## config.mk

```make
export PLATFORM = sky130hd
export DESIGN_NAME = user_gpio_in_filter
export DESIGN_NICKNAME = d
export VERILOG_FILES = /design/src/rtl/user_gpio_in_filter.sv
export SDC_FILE = /design/constraint.sdc
export NUM_CORES = 1
export LEC_CHECK = 0
export BUFFER_PORTS_ARGS = -buffer_cell sky130_fd_sc_hd__clkbuf_2
export CORE_MARGIN = 2
export CORE_UTILIZATION = 55
export DETAILED_ROUTE_END_ITERATION = 10
export GPL_ROUTABILITY_DRIVEN = 1
export GPL_TIMING_DRIVEN = 0
export PLACE_DENSITY = 0.9
export SKIP_LAST_GASP = 1
export SYNTH_ARGS = -nofsm -noshare
export SYNTH_HDL_FRONTEND = slang
export SYNTH_SLANG_ARGS = --single-unit
```

## constraint.sdc

```tcl
create_clock -name clk_i -period 4.6 [get_ports clk_i]
set_input_delay 0.23 -clock clk_i [delete_from_list [all_inputs] [get_ports clk_i]]
set_output_delay 0.23 -clock clk_i [all_outputs]
set_load 0.1 [all_outputs]
```

## src/rtl/user_gpio_in_filter.sv

```systemverilog
// -----------------------------------------------------------------------------
// user_gpio_in_filter
//
// Input-conditioning stage for the user GPIO block. Each raw pad bit passes
// through a two-flop synchronizer and then an optional glitch filter. The
// filter is evaluated on a shared prescaled sample tick. After the filter,
// each bit has rise/fall edge detection and a sticky interrupt status bit that
// software clears by writing 1.
//
// Parameters:
//   GPIO_NUM    number of GPIO bits
//   DIV_W       prescaler divider width
//
// Ports:
//   clk_i        system clock
//   rst_n_i      asynchronous active-low reset
//   gpio_in_i    raw pad input, asynchronous to clk_i
//   filt_en_i    per-bit filter enable (0 = bypass)
//   filt_div_i   sample tick every filt_div_i+1 cycles
//   filt_len_i   consecutive differing samples needed to change level (0 -> 1)
//   rise_en_i    per-bit rising-edge status enable
//   fall_en_i    per-bit falling-edge status enable
//   stat_clr_i   one-cycle write-1-to-clear pulse for status
//   gpio_sync_o  synchronized level (second sync flop)
//   gpio_filt_o  filtered level, feeds the DI register
//   stat_o       sticky edge status
//   irq_o        OR of stat_o
// -----------------------------------------------------------------------------
module user_gpio_in_filter #(
    parameter int GPIO_NUM = 8,
    parameter int DIV_W    = 16
) (
    input  logic                clk_i,
    input  logic                rst_n_i,
    input  logic [GPIO_NUM-1:0] gpio_in_i,
    input  logic [GPIO_NUM-1:0] filt_en_i,
    input  logic [DIV_W-1:0]    filt_div_i,
    input  logic [3:0]          filt_len_i,
    input  logic [GPIO_NUM-1:0] rise_en_i,
    input  logic [GPIO_NUM-1:0] fall_en_i,
    input  logic [GPIO_NUM-1:0] stat_clr_i,
    output logic [GPIO_NUM-1:0] gpio_sync_o,
    output logic [GPIO_NUM-1:0] gpio_filt_o,
    output logic [GPIO_NUM-1:0] stat_o,
    output logic                irq_o
);

    logic [GPIO_NUM-1:0] sync1;
    logic [GPIO_NUM-1:0] sync2;
    logic [DIV_W-1:0]    cnt;
    logic                tick;
    logic [3:0]          scnt [GPIO_NUM];
    logic [GPIO_NUM-1:0] filt;
    logic [GPIO_NUM-1:0] filt_prev;
    logic [GPIO_NUM-1:0] stat;
    logic [GPIO_NUM-1:0] rise;
    logic [GPIO_NUM-1:0] fall;
    logic [GPIO_NUM-1:0] set;
    logic [4:0]          len_eff;

    // ------------------------------------------------------------------
    // Two-flop synchronizer
    // ------------------------------------------------------------------
    always_ff @(posedge clk_i or negedge rst_n_i) begin
        if (!rst_n_i) begin
            sync1 <= '0;
            sync2 <= '0;
        end else begin
            sync1 <= gpio_in_i;
            sync2 <= sync1;
        end
    end

    // ------------------------------------------------------------------
    // Prescaler. Using >= rather than == means a divider lowered below the
    // running count ticks on the next cycle instead of wrapping the counter.
    // ------------------------------------------------------------------
    assign tick = (cnt >= filt_div_i);

    always_ff @(posedge clk_i or negedge rst_n_i) begin
        if (!rst_n_i) begin
            cnt <= '0;
        end else if (tick) begin
            cnt <= '0;
        end else begin
            cnt <= cnt + DIV_W'(1);
        end
    end

    // ------------------------------------------------------------------
    // Glitch filter. The stable counter restarts on any sample that agrees
    // with the current level, so only an unbroken run of len_eff differing
    // samples moves the output. Widened to 5 bits so scnt+1 cannot wrap.
    // ------------------------------------------------------------------
    assign len_eff = (filt_len_i == 4'd0) ? 5'd1 : {1'b0, filt_len_i};

    always_ff @(posedge clk_i or negedge rst_n_i) begin
        if (!rst_n_i) begin
            filt <= '0;
            for (int unsigned i = 0; i < GPIO_NUM; i++) begin
                scnt[i] <= '0;
            end
        end else begin
            for (int unsigned i = 0; i < GPIO_NUM; i++) begin
                if (!filt_en_i[i]) begin
                    // bypass: follow the synchronizer, drop any partial count
                    filt[i] <= sync2[i];
                    scnt[i] <= '0;
                end else if (tick) begin
                    if (sync2[i] == filt[i]) begin
                        scnt[i] <= '0;
                    end else if (({1'b0, scnt[i]} + 5'd1) >= len_eff) begin
                        filt[i] <= sync2[i];
                        scnt[i] <= '0;
                    end else begin
                        scnt[i] <= scnt[i] + 4'd1;
                    end
                end
            end
        end
    end

    // ------------------------------------------------------------------
    // Edge detection and sticky status. Set wins over a simultaneous clear
    // so an edge arriving during a software clear is never lost.
    // ------------------------------------------------------------------
    assign rise = filt & ~filt_prev;
    assign fall = ~filt & filt_prev;
    assign set  = (rise & rise_en_i) | (fall & fall_en_i);

    always_ff @(posedge clk_i or negedge rst_n_i) begin
        if (!rst_n_i) begin
            filt_prev <= '0;
            stat      <= '0;
        end else begin
            filt_prev <= filt;
            stat      <= set | (stat & ~stat_clr_i);
        end
    end

    assign gpio_sync_o = sync2;
    assign gpio_filt_o = filt;
    assign stat_o      = stat;
    assign irq_o       = |stat;

endmodule

```

==> run_results.csv <==
group,metric,value,unit
setup_path,worst-setup-path-type,"primary input to register",
yosys,synth_top_cells_by_area,"sky130_fd_sc_hd__dfrtp_1, sky130_fd_sc_hd__ha_1, sky130_fd_sc_hd__nor2_1, sky130_fd_sc_hd__xor2_1, sky130_fd_sc_hd__nand3_1",
setup_path,cp-start-kind,"primary input",
route,route.detailed.drc,0,
yosys,synth_fp_nets,601,
timing,slew_viol_final,0,
setup_path,timing.critical_path.cells,"clkbuf_2, inv_1, clkbuf_1, a31o_2, ha_1, nand2b_1, a221oi_1, a311o_1, nand3_1, nor4b_1, a211o_1",
yosys,synth.yosys.seq_area_share,42.9,%
power,leakage,2.95,nW
yosys,netlist-cell-type-count,59,
power,vdd.ir_drop.worst,0.482,mV
route,post_drt_via_cell_ratio,6.06,
setup_path,crit_path_max_fanout,10,
grt,wire_length_of_the_first_global_routing_pass,19200,um
setup_path,reg2reg_from,"cnt[2]",
timing,number_of_setup_violations_in_the_final_report,0,
timing,worst_pin_slew,786,ps
final_layout,n_antenna_cell,0,
power,p_per_area,462,nW/um^2
setup_path,worst_path_largest_cell_delay,530,ps
route,postRouteWirelength,11400,um
die,floorplan.io_pins,87,
yosys,synth_async_sr_flop_share,100,%
setup_path,cp.arrival,2990,ps
place,place_inst,696,
min_path,hold_class,"primary input to register",
outcome,status,"finished, final reports clean",
timing,timing.final.ws_setup,1910,ps
yosys,synth.yosys.warnings,0,
yosys,number_of_flops_mapped_to_enable_cells_by_yosys,0,
yosys,synth.top_cell.area_share,42.9,%
timing,timing.hold.ws,81.5,ps
setup_path,timing.reg2reg.setup_slack,1990,ps
cts,cts_root_buf,"sky130_fd_sc_hd__clkbuf_8",
final_layout,synthToLayoutAreaGrowth,17.4,%
grt,vias_in_the_first_global_route,4325,
die,chipHeight,101,um
die,rows,35,
final_layout,final_cell_count_no_fill,721,
timing,fin_tns_setup,0,ps
timing,rsz0062_at_grt,"false",
setup_path,timing.reg2reg.worst_path_depth,8,
setup_path,worst_path_dominant_cell_family,"compound AO/OA/AOI/OAI gates",
timing,finClkSkew,12.0,ps
timing,fmax,372,MHz
place,io_buffer_count,86,
min_path,worst_hold_startpoint,"stat_clr_i[4]",
yosys,postSynthRegisterBits,88,
timing,max_slew_headroom_at_the_worst_pin,47.1,%
setup_path,critPathBufInv,3,
setup_path,worst-path-stages,11,
cts,clk-insertion-delay-late,370,ps
cts,cts_max_path_buffers,2,
yosys,syn_avg_cell_area,10.3,um^2
die,die_x,101,um
die,std_cell_core_area,9150,um^2
grt,antenna_found_initial,0,
cts,worst_setup_hold_path_clk_slew,100,ps
place,gp_congestion,0.863,
setup_path,crit_slowest_cell,"sky130_fd_sc_hd__clkbuf_1",
timing,hold_viol_final,0,
place,dp_hpwl,8390,um
grt,globalRouteOverflowTotal,0,
grt,grt_usage,23.7,%
final_layout,num-fill-cells,710,
route,drt.antenna.violating_nets,0,
route,via_count,4369,
route,drtPass1Iterations,5,
yosys,synth_area,5130,um^2
final_layout,num-nets-final,708,
setup_path,r2r_end,"scnt[23]",
die,start_util,56.1,%
final_layout,layout-drive-gt1-share,22.8,%
place,pre_cts_slack,1590,ps
die,die_area,10100,um^2
setup_path,critPathCapture,"scnt[30]",
setup_path,data_required_time_of_the_critical_path,4900,ps
cts,clock_tree_from_tritoncts,"yes",
yosys,yosys-top-cells-count,"sky130_fd_sc_hd__dfrtp_1, sky130_fd_sc_hd__nor2_1, sky130_fd_sc_hd__ha_1",
cts,clock_sinks,88,
yosys,netlist.top_cell.by_area,"sky130_fd_sc_hd__dfrtp_1",
setup_path,startpoint,"filt_len_i[3]",
yosys,synth_top_flop_cell,"sky130_fd_sc_hd__dfrtp_1",
run,max_cap_violations,0,
timing,final.min_clock_period,2690,ps
setup_path,worst_setup_path_end_kind,"register",
cts,numCtsBuffers,9,
cts,htree_num_levels,3,
timing,min_period_over_period,58.5,%
grt,maximum_number_of_pins_on_one_net_before_global_route_repair,48,
route,detail_route.wl_per_cell,15.8,um
route,dr.first_iter.drc_count,207,
yosys,netlist_instances,498,
cts,post_cts_buffers,0,
yosys,leading_cell_type_by_number_of_instances_after_synthesis,"sky130_fd_sc_hd__dfrtp_1",
-- worst min-delay path by stage --
stage                     slack [ps]  depth (start not counted)        endpoint
after global placement           330                          0  gpio_sync_o[2]
final                             80                          2       stat_o[4]
after floorplan                  -70                          0          cnt[0]
after detailed placement         300                          1       stat_o[4]
after CTS                         80                          2       stat_o[4]
after global routing              80                          2       stat_o[4]
-- metrics by stage --
step                      power (mW)  utilization (%)  cell area (um^2)
after global routing            2.94             65.8              6020
after detailed placement        2.23             62.6              5730
after global placement          2.16             62.3              5700
after CTS                       2.79             65.8              6020
after floorplan                 1.96                -              5130
final                           2.78             65.8              6020
-- cells in the final DEF (no fill, tap or decap), types with 9 or more instances in the layout --
master / n
sky130_fd_sc_hd__dfrtp_1: 88
sky130_fd_sc_hd__clkbuf_2: 85
sky130_fd_sc_hd__nor2_1: 42
sky130_fd_sc_hd__ha_1: 41
sky130_fd_sc_hd__inv_1: 36
sky130_fd_sc_hd__nand2_1: 34
sky130_fd_sc_hd__nand3_1: 28
sky130_fd_sc_hd__xor2_1: 18
sky130_fd_sc_hd__a21oi_1: 13
sky130_fd_sc_hd__a22o_1: 12
sky130_fd_sc_hd__xnor2_1: 10
sky130_fd_sc_hd__clkbuf_8: 10
sky130_fd_sc_hd__o21ai_0: 9
sky130_fd_sc_hd__or3_1: 9
sky130_fd_sc_hd__dlygate4sd3_1: 9
-- metal layers --
metal  share of wire, %  vias to the layer above  global-route usage (%)
li1                   -                     2045                       -
met1                 44                     2146                    30.0
met2                 49                      159                    40.7
met3                5.1                       19                    3.74
met4                1.6                        0                    9.48
met5                  0                        -                       0
-- area by class of cell --
class | count | area [um^2] | area share (%)
multi-input combinational | 367 | 2740 | 45.5
clock buffer | 10 | 138 | 2.29
buffer | 7 | 52.6 | 0.872
inverter | 36 | 135 | 2.24
timing repair buffer | 96 | 551 | 9.14
sequential | 88 | 2200 | 36.6
tap | 111 | 139 | 2.31
clock inverter | 6 | 65.1 | 1.08
-- where the power goes --
part	total, mW	switching (mW)	internal, mW	leakage [nW]
sequential	1.09	0.167	0.919	1.12
combinational	1.14	0.769	0.366	1.73
clock	0.560	0.291	0.268	0.103
-- timing repair --
| item | in CTS | in global routing |
|---|---|---|
| setup endpoints to repair | 0 | 0 |
| hold buffers | 9 | 0 |
| resized for setup | 0 | 0 |
| hold endpoints to repair | 49 | 0 |
-- flip-flops by register name, summed over array words and instances, names as in the netlist --
name	cells
cnt	16
filt_prev	8
stat_o	8
sync1	8
scnt	32
gpio_filt_o	8
gpio_sync_o	8
-- logic make-up (layout without fill, tap and decap cells) --
kind of cell / Yosys count / in the layout / synth area share (%)
muxes: 15 / 15 / 3.78
and+or+nand+nor: 175 / 175 / 17.9
adders and majority gates: 46 / 46 / 11.0
AOI/OAI and AO/OA: 103 / 103 / 16.0
DFF: 88 / 88 / 42.9
xor gates and xnor gates: 28 / 28 / 4.78
buffers and inverters: 43 / 155 / 3.66
Power figures use the tool's default switching activity.
